<file path="config.mk">
export PLATFORM = sky130hd
export DESIGN_NAME = vga_timing_gen_flat
export DESIGN_NICKNAME = d
export VERILOG_FILES = /design/src/rtl/vga_timing_pkg.sv /design/src/rtl/vga_timing_gen_if.sv /design/src/rtl/vga_pix_div.sv /design/src/rtl/vga_timing_gen.sv /design/src/flat_wrapper.sv
export SDC_FILE = /design/constraint.sdc
export NUM_CORES = 1
export LEC_CHECK = 0
export BUFFER_PORTS_ARGS = -buffer_cell sky130_fd_sc_hd__buf_4
export CORE_MARGIN = 4
export CORE_UTILIZATION = 55
export DETAILED_ROUTE_END_ITERATION = 6
export GPL_TIMING_DRIVEN = 0
export HOLD_SLACK_MARGIN = 0.1
export PLACE_DENSITY = 0.89
export SLEW_MARGIN = 20
export SYNTH_ARGS = -nofsm -noshare
export SYNTH_HDL_FRONTEND = slang
export SYNTH_SLANG_ARGS = --single-unit
</file>
<file path="constraint.sdc">
create_clock -name clk -period 3.2 [get_ports clk]
set_input_delay 0.32 -clock clk [delete_from_list [all_inputs] [get_ports clk]]
set_output_delay 0.32 -clock clk [all_outputs]
set_load 0.02 [all_outputs]
</file>
<file path="src/rtl/vga_timing_pkg.sv">
// Shared mode constants and timing helpers for the raster timing generator.
package vga_timing_pkg;

  // 640x480 @ 60 Hz, 25.175 MHz nominal pixel clock, both syncs active-low.
  localparam int unsigned VGA640_H_ACTIVE = 640;
  localparam int unsigned VGA640_H_FP     = 16;
  localparam int unsigned VGA640_H_SYNC   = 96;
  localparam int unsigned VGA640_H_BP     = 48;
  localparam int unsigned VGA640_V_ACTIVE = 480;
  localparam int unsigned VGA640_V_FP     = 10;
  localparam int unsigned VGA640_V_SYNC   = 2;
  localparam int unsigned VGA640_V_BP     = 33;
  localparam bit          VGA640_SYNC_POL = 1'b0;

  // 800x600 @ 60 Hz, 40 MHz nominal pixel clock, both syncs active-high.
  localparam int unsigned SVGA800_H_ACTIVE = 800;
  localparam int unsigned SVGA800_H_FP     = 40;
  localparam int unsigned SVGA800_H_SYNC   = 128;
  localparam int unsigned SVGA800_H_BP     = 88;
  localparam int unsigned SVGA800_V_ACTIVE = 600;
  localparam int unsigned SVGA800_V_FP     = 1;
  localparam int unsigned SVGA800_V_SYNC   = 4;
  localparam int unsigned SVGA800_V_BP     = 23;
  localparam bit          SVGA800_SYNC_POL = 1'b1;

  // Total period of one axis (pixels per line or lines per frame).
  function automatic int unsigned calcTotal(input int unsigned active, input int unsigned fp,
                                            input int unsigned sync, input int unsigned bp);
    return active + fp + sync + bp;
  endfunction

  function automatic int unsigned maxOf(input int unsigned a, input int unsigned b);
    return (a > b) ? a : b;
  endfunction

endpackage

</file>
<file path="src/rtl/vga_timing_gen_if.sv">
// Raster timing bundle: run control in, syncs/coordinates/strobes out.
interface vga_timing_gen_if #(
  parameter int unsigned COORD_W = 10
) ();

  logic               enable;
  logic               hSync;
  logic               vSync;
  logic               dataEnable;
  logic [COORD_W-1:0] xPosition;
  logic [COORD_W-1:0] yPosition;
  logic               pixelTick;
  logic               lineStart;
  logic               frameStart;

  // Timing generator side.
  modport master (
    input  enable,
    output hSync, vSync, dataEnable, xPosition, yPosition, pixelTick, lineStart, frameStart
  );

  // Consumer side (pixel pipeline, pin driver).
  modport slave (
    output enable,
    input  hSync, vSync, dataEnable, xPosition, yPosition, pixelTick, lineStart, frameStart
  );

endinterface

</file>
<file path="src/rtl/vga_pix_div.sv">
// Clock-enable divider: advance is high on the clk edge where the count wraps to 0.
module vga_pix_div #(
  parameter int unsigned PIX_DIV = 4
) (
  input  logic clk,
  input  logic reset,
  input  logic restart,
  output logic advance
);

  localparam int unsigned DIV_W = (PIX_DIV > 1) ? $clog2(PIX_DIV) : 1;
  localparam logic [DIV_W-1:0] DIV_LAST = DIV_W'(PIX_DIV - 1);

  logic [DIV_W-1:0] divQ, divD;

  // Restart parks the count at its last value so the first running edge advances.
  always_comb begin
    divD = divQ;
    if (restart) begin
      divD = DIV_LAST;
    end else if (divQ == DIV_LAST) begin
      divD = '0;
    end else begin
      divD = divQ + 1'b1;
    end
  end

  // Divider state.
  always_ff @(posedge clk or negedge reset) begin
    if (!reset) begin
      divQ <= DIV_LAST;
    end else begin
      divQ <= divD;
    end
  end

  assign advance = !restart && (divQ == DIV_LAST);

endmodule

</file>
<file path="src/rtl/vga_timing_gen.sv">
// Parametrised raster timing generator with pixel-rate clock enable and frame strobes.
module vga_timing_gen
  import vga_timing_pkg::*;
#(
  parameter int unsigned H_ACTIVE   = VGA640_H_ACTIVE,
  parameter int unsigned H_FP       = VGA640_H_FP,
  parameter int unsigned H_SYNC     = VGA640_H_SYNC,
  parameter int unsigned H_BP       = VGA640_H_BP,
  parameter int unsigned V_ACTIVE   = VGA640_V_ACTIVE,
  parameter int unsigned V_FP       = VGA640_V_FP,
  parameter int unsigned V_SYNC     = VGA640_V_SYNC,
  parameter int unsigned V_BP       = VGA640_V_BP,
  parameter bit          H_SYNC_POL = VGA640_SYNC_POL,
  parameter bit          V_SYNC_POL = VGA640_SYNC_POL,
  parameter int unsigned PIX_DIV    = 4,
  parameter int unsigned COORD_W    = 10
) (
  input  logic             clk,
  input  logic             reset,
  vga_timing_gen_if.master vga
);

  localparam int unsigned H_TOTAL = calcTotal(H_ACTIVE, H_FP, H_SYNC, H_BP);
  localparam int unsigned V_TOTAL = calcTotal(V_ACTIVE, V_FP, V_SYNC, V_BP);

  // Window bounds are one bit wider so a sync ending exactly at 2**COORD_W still fits.
  localparam int unsigned EXT_W = COORD_W + 1;
  localparam logic [COORD_W-1:0] H_LAST    = COORD_W'(H_TOTAL - 1);
  localparam logic [COORD_W-1:0] V_LAST    = COORD_W'(V_TOTAL - 1);
  localparam logic [EXT_W-1:0]   H_ACT_END = EXT_W'(H_ACTIVE);
  localparam logic [EXT_W-1:0]   V_ACT_END = EXT_W'(V_ACTIVE);
  localparam logic [EXT_W-1:0]   H_SYN_BEG = EXT_W'(H_ACTIVE + H_FP);
  localparam logic [EXT_W-1:0]   H_SYN_END = EXT_W'(H_ACTIVE + H_FP + H_SYNC);
  localparam logic [EXT_W-1:0]   V_SYN_BEG = EXT_W'(V_ACTIVE + V_FP);
  localparam logic [EXT_W-1:0]   V_SYN_END = EXT_W'(V_ACTIVE + V_FP + V_SYNC);

  if (PIX_DIV < 1 || (longint'(1) << COORD_W) < longint'(maxOf(H_TOTAL, V_TOTAL)))
  begin : gBadParams
    $error("vga_timing_gen: PIX_DIV must be >= 1 and COORD_W must cover H_TOTAL/V_TOTAL");
  end

  logic               advance;
  logic [COORD_W-1:0] xQ, xD, yQ, yD;
  logic [EXT_W-1:0]   xExt, yExt;
  logic               hSyncQ, vSyncQ, deQ, tickQ, lineQ, frameQ;

  vga_pix_div #(
    .PIX_DIV (PIX_DIV)
  ) uPixDiv (
    .clk     (clk),
    .reset   (reset),
    .restart (!vga.enable),
    .advance (advance)
  );

  // Next raster position; enable low parks both counters at their last value.
  always_comb begin
    xD = xQ;
    yD = yQ;
    if (!vga.enable) begin
      xD = H_LAST;
      yD = V_LAST;
    end else if (advance) begin
      if (xQ == H_LAST) begin
        xD = '0;
        yD = (yQ == V_LAST) ? '0 : yQ + 1'b1;
      end else begin
        xD = xQ + 1'b1;
      end
    end
  end

  assign xExt = {1'b0, xD};
  assign yExt = {1'b0, yD};

  // Counters and outputs share one edge; outputs are decoded from next-state position.
  always_ff @(posedge clk or negedge reset) begin
    if (!reset) begin
      xQ     <= H_LAST;
      yQ     <= V_LAST;
      hSyncQ <= !H_SYNC_POL;
      vSyncQ <= !V_SYNC_POL;
      deQ    <= 1'b0;
      tickQ  <= 1'b0;
      lineQ  <= 1'b0;
      frameQ <= 1'b0;
    end else if (!vga.enable) begin
      xQ     <= H_LAST;
      yQ     <= V_LAST;
      hSyncQ <= !H_SYNC_POL;
      vSyncQ <= !V_SYNC_POL;
      deQ    <= 1'b0;
      tickQ  <= 1'b0;
      lineQ  <= 1'b0;
      frameQ <= 1'b0;
    end else begin
      xQ     <= xD;
      yQ     <= yD;
      hSyncQ <= ((xExt >= H_SYN_BEG) && (xExt < H_SYN_END)) ? H_SYNC_POL : !H_SYNC_POL;
      vSyncQ <= ((yExt >= V_SYN_BEG) && (yExt < V_SYN_END)) ? V_SYNC_POL : !V_SYNC_POL;
      deQ    <= (xExt < H_ACT_END) && (yExt < V_ACT_END);
      tickQ  <= advance;
      lineQ  <= advance && (xD == '0);
      frameQ <= advance && (xD == '0) && (yD == '0);
    end
  end

  assign vga.xPosition  = xQ;
  assign vga.yPosition  = yQ;
  assign vga.hSync      = hSyncQ;
  assign vga.vSync      = vSyncQ;
  assign vga.dataEnable = deQ;
  assign vga.pixelTick  = tickQ;
  assign vga.lineStart  = lineQ;
  assign vga.frameStart = frameQ;

endmodule

</file>
<file path="src/flat_wrapper.sv">
// flat-port wrapper written by rule: the top's interface ports become plain ports
module vga_timing_gen_flat import vga_timing_pkg::*;
#(
  parameter int unsigned H_ACTIVE   = VGA640_H_ACTIVE,
  parameter int unsigned H_FP       = VGA640_H_FP,
  parameter int unsigned H_SYNC     = VGA640_H_SYNC,
  parameter int unsigned H_BP       = VGA640_H_BP,
  parameter int unsigned V_ACTIVE   = VGA640_V_ACTIVE,
  parameter int unsigned V_FP       = VGA640_V_FP,
  parameter int unsigned V_SYNC     = VGA640_V_SYNC,
  parameter int unsigned V_BP       = VGA640_V_BP,
  parameter bit          H_SYNC_POL = VGA640_SYNC_POL,
  parameter bit          V_SYNC_POL = VGA640_SYNC_POL,
  parameter int unsigned PIX_DIV    = 4,
  parameter int unsigned COORD_W    = 10
)
  (clk, reset, vga_enable, vga_hSync, vga_vSync, vga_dataEnable, vga_xPosition, vga_yPosition, vga_pixelTick, vga_lineStart, vga_frameStart);
  vga_timing_gen_if #(.COORD_W(COORD_W)) vga_i ();
  input  logic clk;
  input  logic reset;
  input wire logic [$bits(vga_i.enable)-1:0] vga_enable;
  output wire logic [$bits(vga_i.hSync)-1:0] vga_hSync;
  output wire logic [$bits(vga_i.vSync)-1:0] vga_vSync;
  output wire logic [$bits(vga_i.dataEnable)-1:0] vga_dataEnable;
  output wire logic [$bits(vga_i.xPosition)-1:0] vga_xPosition;
  output wire logic [$bits(vga_i.yPosition)-1:0] vga_yPosition;
  output wire logic [$bits(vga_i.pixelTick)-1:0] vga_pixelTick;
  output wire logic [$bits(vga_i.lineStart)-1:0] vga_lineStart;
  output wire logic [$bits(vga_i.frameStart)-1:0] vga_frameStart;
  assign vga_i.enable = vga_enable;
  assign vga_hSync = vga_i.hSync;
  assign vga_vSync = vga_i.vSync;
  assign vga_dataEnable = vga_i.dataEnable;
  assign vga_xPosition = vga_i.xPosition;
  assign vga_yPosition = vga_i.yPosition;
  assign vga_pixelTick = vga_i.pixelTick;
  assign vga_lineStart = vga_i.lineStart;
  assign vga_frameStart = vga_i.frameStart;
  vga_timing_gen #(.H_ACTIVE(H_ACTIVE), .H_FP(H_FP), .H_SYNC(H_SYNC), .H_BP(H_BP), .V_ACTIVE(V_ACTIVE), .V_FP(V_FP), .V_SYNC(V_SYNC), .V_BP(V_BP), .H_SYNC_POL(H_SYNC_POL), .V_SYNC_POL(V_SYNC_POL), .PIX_DIV(PIX_DIV), .COORD_W(COORD_W)) u_core (.clk(clk), .reset(reset), .vga(vga_i));
endmodule
</file>
After elaboration in Yosys (flattened, before gate mapping). Cells that the tools add are included.

Bits in registers: 28. Input port bits: 3.

Add/sub/neg operators: 3. Magnitude comparators: 6. Equal/unequal tests: 3. Mux-type cells: 19. Reductions and logical operators: 8.

Operator list (count): 10-bit two-way mux (9); 10-bit by 1-bit adder with 10-bit output (second input constant) (2); 10-bit == test (second input constant) (2); 10-bit logical NOT (2); 10-bit < comparator (second input constant) (2); 10-bit by 9-bit < comparator with 1-bit output (second input constant) (2); 10-bit >= comparator (second input constant) (1); 10-bit by 9-bit >= comparator with 1-bit output (second input constant) (1); 1-bit two-way mux (8); 1-bit logical AND (6); 2-bit two-way mux (2); 2-bit by 1-bit adder with 2-bit output (second input constant) (1); 2-bit == test (second input constant) (1).

Longest topological paths before layout.
Depth after elaboration: 9. Gate-level depth with buffers: 9.

By module. Synthesis repeated with hierarchy kept, for this count alone.

Cells, all modules: 166. Area, all modules: 1556.5 um^2.

By module, submodules not included: vga_timing_gen (instances 1, cells each 160, area an instance 1470.2 um^2); vga_pix_div (instances 1, cells each 6, area an instance 86.3 um^2).

Least setup slack after synthesis. Ideal clock, no wire load.

Path type: register to register. From: reg u_core.xQ[1] (netlist: u_core.vga.xPosition[1]). To: reg u_core.deQ (netlist: u_core.vga.dataEnable). Arrival: 2.288 ns. Slack: 0.777 ns. Stages on the path, launching flop included: 9. Clock period less this slack: 2.423 ns. Path through: dfstp_2 ha_1 and4_1 clkbuf_1 nand4_1 or4_1 o2bb2ai_1 nor3b_1 a211oi_1.

Longest elaborated chain between the ends: 7. Elaborated cells between the ends (all ways): 12. Classes of those cells: add/sub (1); order compare (2); eq/ne (1); mux (7); reduce/logical (1).

Ends and longest elaborated chain: start: declaration (RTL line vga_timing_gen.sv:43) `logic [COORD_W-1:0] xQ, xD, yQ, yD;`; start signal: assignment (RTL line vga_timing_gen.sv:79) `xQ <= H_LAST;`; start signal: assignment (RTL line vga_timing_gen.sv:88) `xQ <= H_LAST;`; start signal: assignment (RTL line vga_timing_gen.sv:97) `xQ <= xD;`; 10-bit by 1-bit adder with 10-bit output / 10-bit == test (equally long branches) (RTL line vga_timing_gen.sv:68, vga_timing_gen.sv:64); 10-bit two-way mux (RTL line vga_timing_gen.sv:64) `if (xQ == H_LAST) begin`; 10-bit two-way mux (RTL line vga_timing_gen.sv:63) `end else if (advance) begin`; 10-bit two-way mux (RTL line vga_timing_gen.sv:60) `if (!vga.enable) begin`; 10-bit < comparator / 10-bit by 9-bit < comparator with 1-bit output (equally long branches) (RTL line vga_timing_gen.sv:101) `deQ <= (xExt < H_ACT_END) && (yExt < V_ACT_END);`; 1-bit logical AND (*) (RTL line vga_timing_gen.sv:101); 1-bit two-way mux (*) (RTL line vga_timing_gen.sv:87) `end else if (!vga.enable) begin`; end signal: assignment (RTL line vga_timing_gen.sv:101); end: declaration (RTL line vga_timing_gen.sv:45) `logic hSyncQ, vSyncQ, deQ, tickQ, lineQ, frameQ;`.

Every way passes the cells marked *; elsewhere a longest branch is shown, timed or not.

Final worst setup path.
From: reg u_core.yQ[1] (netlist: u_core.vga.yPosition[1]). To: reg u_core.frameQ (netlist: u_core.vga.frameStart).

Longest elaborated chain between the ends: 8. Elaborated cells between the ends (all ways): 9. Classes of those cells: add/sub (1); eq/ne (1); mux (5); reduce/logical (2).

Ends and longest elaborated chain: start: declaration (RTL line vga_timing_gen.sv:43); start signal: assignment (RTL line vga_timing_gen.sv:98) `yQ <= yD;`; 10-bit by 1-bit adder with 10-bit output / 10-bit == test (equally long branches) (RTL line vga_timing_gen.sv:66) `yD = (yQ == V_LAST) ? '0 : yQ + 1'b1;`; 10-bit two-way mux (RTL line vga_timing_gen.sv:66); 10-bit two-way mux (RTL line vga_timing_gen.sv:64); 10-bit two-way mux (*) (RTL line vga_timing_gen.sv:63); 10-bit two-way mux (*) (RTL line vga_timing_gen.sv:60); 10-bit logical NOT (*) (RTL line vga_timing_gen.sv:104) `frameQ <= advance && (xD == '0) && (yD == '0);`; 1-bit logical AND (*) (RTL line vga_timing_gen.sv:104); 1-bit two-way mux (*) (RTL line vga_timing_gen.sv:87); end signal: assignment (RTL line vga_timing_gen.sv:104); end: declaration (RTL line vga_timing_gen.sv:45).

Marked as above.

==> key figures <==
Clocking
  – Clock tree from TritonCTS: built
  – Maximum count of clock buffers along a single path: 2
  – Clock latency reported for the late side of the worst-skew pair: ~0.33 ns
  – Clock transition at the registers of the reported paths: 0.16 ns
  – Number of H-tree levels: 1
  – Clock buffers created by TritonCTS: 3
  – CTS Root Buffer Type: clkbuf_4
  – Clk sinks: 28

Final layout
  – Number of non-filler instances in the completed layout: 231
  – Count of nets after finishing: between 200 and 250
  – Commonest cells after routing, fill and taps aside: buf_4 (29), nand2_1 (14), dfstp_2 (14), dfrtp_1 (14)
  – Fraction of layout cells with a size suffix above 1: 0.2800
  – Diodes inserted: 0
  – Commonest non-fill, non-tap cell in the layout: buf_4
  – Number of fillers in the final layout: 220
  – Final Core Density: 0.6998
  – Area overhead of the layout relative to synthesis: 18.86%

Global routing
  – Peak-usage layer in the global routing report: met2
  – GR Layer Usage met3: 0.04676
  – Global-route congestion overflow total: 0
  – Global-route wire length before repair: between 6000 and 7000 µm
  – Maximum number of pins on one net before global-route repair: 29
  – Met1 GRT Util: 0.2862
  – GRT met2 Usage: 0.3435
  – Number of global-route vias before repair: approximately 1.4k
  – Global-route usage over all layers: 0.2153
  – Initial antenna violation count: 0

Place
  – Inst Count DP: ~230
  – Routability congestion estimate from global placement: 0.9181
  – Placed wire-length estimate: ~3000 µm
  – IO Port Bufs: 28

Logic synthesis
  – Summed instance area of the synthesized netlist: about 1700 µm²
  – Synthesized flop and latch total: 28
  – Predominant post-synthesis flop cell: dfstp_2
  – Proportion of register bits with asynchronous set or reset after synthesis: 1.000
  – Sequential element share of the synthesized area: 0.4348
  – Number of nets in the synthesized netlist: around 170
  – Number of library cell types mapped by synthesis: between 40 and 50
  – Number of enable flip-flop cells after synthesis: 0
  – Count of yosys warnings during synthesis: 0
  – Synthesized instance count: roughly 170
  – Synthesized area per cell: 9.890 µm²

Critical path
  – Sequence of cells on the critical path: inv_1 -> ha_1 -> nor4b_1 -> nand3_1 -> a32o_1 -> a311o_1 -> nor4_1 -> and4_1
  – Capturing element type of the critical path: flip-flop
  – Cell type of the slowest stage on the worst timing path: nor4b_1
  – Delay-heaviest family, CP: simple AND/OR/NAND/NOR gates
  – Stages on the worst setup path: 8
  – Required time at the worst-slack endpoint: between 3 and 4 ns
  – Maximum cell stage delay along the critical path: roughly 0.63 ns
  – Depth of the worst register-to-register path: 8
  – Capturing point of the worst reg2reg path: u_core.vga.frameStart
  – Arrival time worst endpoint: approximately 3.1 ns
  – Critical Path Start: u_core.vga.yPosition[1]
  – Critical Path Source Type: flip-flop
  – WS Path Type: reg2reg
  – Timing endpoint of the critical path: u_core.vga.frameStart
  – Maximum fanout along the worst path: 7
  – Total buffers and inverters traversed by the critical path: 1
  – Register-to-register path setup slack: about 0.34 ns
  – Worst reg2reg startpoint: u_core.vga.yPosition[1]

Floorplanning
  – Core region area: ~2800 µm²
  – Die area: about 3900 µm²
  – Die Y-Extent: ~63 µm
  – Starting density of the core: 0.5888
  – Site row count: 19
  – Horizontal die dimension: around 63 µm
  – Total I/O pin count: 29

STA
  – Unrepaired setup endpoints after global routing: false
  – Setup skew after layout: ~0.0075 ns
  – Hold violation total from the final report: 0
  – Max Freq: between 0.3 and 0.4 GHz
  – Final hold slack: a little over 0.3 ns
  – Max-Slew Margin vs Limit: 0.4809
  – Worst Max-Slew Pin Slew: between 0.7 and 0.8 ns
  – Final sum of negative setup slack: 0 ns
  – Number of setup violations in the final report: 0
  – Max-slew violation count: 0
  – Final clock period utilization by the worst path: 0.8935
  – Period minus WS final: ~2.9 ns

Outcome
  – Result of the run: finished, violations left
  – Violations in the final reports: design-rule violations

Power and ir drop
  – Maximum resistive drop on vdd: 0.0003180 V
  – Areal power density over the cells: ~630 nW/µm²
  – Static power due to leakage: approximately 0.84 nW

Routing
  – TritonRoute pass-1 iters: 7
  – Total wirelength of the detailed-routed design: between 4000 and 5000 µm
  – Number of violations reported at the end of detailed-routing iteration 0: 110
  – WL/cell: ~18 µm
  – Via total after detailed routing: between 1.5k and 2k
  – Post-route DRC violation count: 2
  – Antenna-violating nets left: 0
  – Number of vias per cell: around 6.8

Worst hold path
  – Number of instances on the worst hold path: 3
  – Classification of the worst-slack hold path: in2reg

Run
  – Number of max-cap violations: 0
-- worst register-to-register path, stage by stage (launching register included) --
cell	delay [ns]
dfrtp_1	0.51
inv_1	0.10
ha_1	0.15
nor4b_1	0.63
nand3_1	0.30
a32o_1	0.31
a311o_1	0.27
nor4_1	0.30
and4_1	0.25
-- kinds of logic (layout without fill, tap and decap cells) --
logic type / Yosys count / after routing / synth area share
AO/OA/AOI/OAI: 36 / 36 / 0.1530
adder cells (fa/ha/maj): 4 / 4 / 0.03030
AND/OR/NAND/NOR: 77 / 77 / 0.2947
XOR/XNOR: 7 / 7 / 0.03712
flip-flops: 28 / 28 / 0.4348
buffers and inverters: 15 / 48 / 0.05000
-- per-layer routing --
metal	up-vias	share of wire
met5	-	0
met1	760	0.40
met2	85	0.49
met3	16	0.082
li1	710	-
met4	0	0.024
-- registers in the layout (all words and copies together) (netlist names) --
name,count
u_core.uPixDiv.divQ,2
u_core.vga.hSync,1
u_core.vga.vSync,1
u_core.vga.frameStart,1
u_core.vga.xPosition,10
u_core.vga.yPosition,10
u_core.vga.lineStart,1
u_core.vga.pixelTick,1
u_core.vga.dataEnable,1
-- final cells by class --
cell class	count	area [µm²]	share of cell area
clock inverter	1	30.03	0.01530
inverter	8	30.03	0.01530
sequential	28	718.2	0.3658
multi-input combinational	124	850.8	0.4334
clock buffer	3	22.52	0.01147
tap	31	38.79	0.01976
timing repair buffer	29	220.2	0.1122
buffer	7	52.55	0.02677
-- timing repair --
action,4_1_cts,5_1_grt
endpoints found under the setup margin,0,0
hold buffers,1,0
resized for setup,0,0
endpoints found under the hold margin,14,0
setup buffers,0,0
-- worst min path at each step --
stage / from / slack (ns) / to
after floorplan: reset / 0.02 / u_core.vga.dataEnable
final: vga_enable / 0.30 / u_core.vga.xPosition[3]
after global placement: reset / 0.25 / u_core.vga.xPosition[7]
after CTS: vga_enable / 0.29 / u_core.vga.xPosition[3]
after detailed placement: reset / 0.25 / u_core.vga.xPosition[7]
after global routing: vga_enable / 0.29 / u_core.vga.xPosition[3]
-- cells in the mapped netlist (all sizes together) (3+ instances only) --
| master | count | area (µm²) |
|---|---|---|
| o21ai | 8 | 40.04 |
| nor4 | 8 | 65.06 |
| dfstp | 14 | 367.9 |
| xor2 | 4 | 35.03 |
| inv | 8 | 30.03 |
| nand2 | 14 | 52.55 |
| clkbuf | 3 | 11.26 |
| nand4 | 13 | 81.33 |
| and4 | 4 | 35.03 |
| dfrtp | 14 | 350.3 |
| a21boi | 3 | 22.52 |
| nand3 | 14 | 75.07 |
| buf | 4 | 41.29 |
| nor4b | 3 | 41.29 |
| a21oi | 6 | 30.03 |
| xnor2 | 3 | 26.28 |
| nor3 | 3 | 15.01 |
| nor2b | 3 | 18.77 |
| ha | 4 | 50.05 |
| nor2 | 4 | 15.01 |
-- power by group --
part	switching, W	internal, W	leakage [nW]
clock network	0.000109	0.000127	0.0279
logic	0.000318	0.000194	0.474
registers	0.0000625	0.000424	0.342
total	0.000489	0.000744	0.844
-- metrics by stage --
stage               worst slack (ns)  area, µm²  power (W)
detailed placement            0.4667       1901  0.0009854
finish                        0.3409       1963   0.001233
global route                  0.1432       1963   0.001298
global placement              0.5609       1901  0.0009684
floorplan                     0.7766       1652  0.0008253
CTS                           0.4345       1963   0.001225
Power figures use the tool's default switching activity.
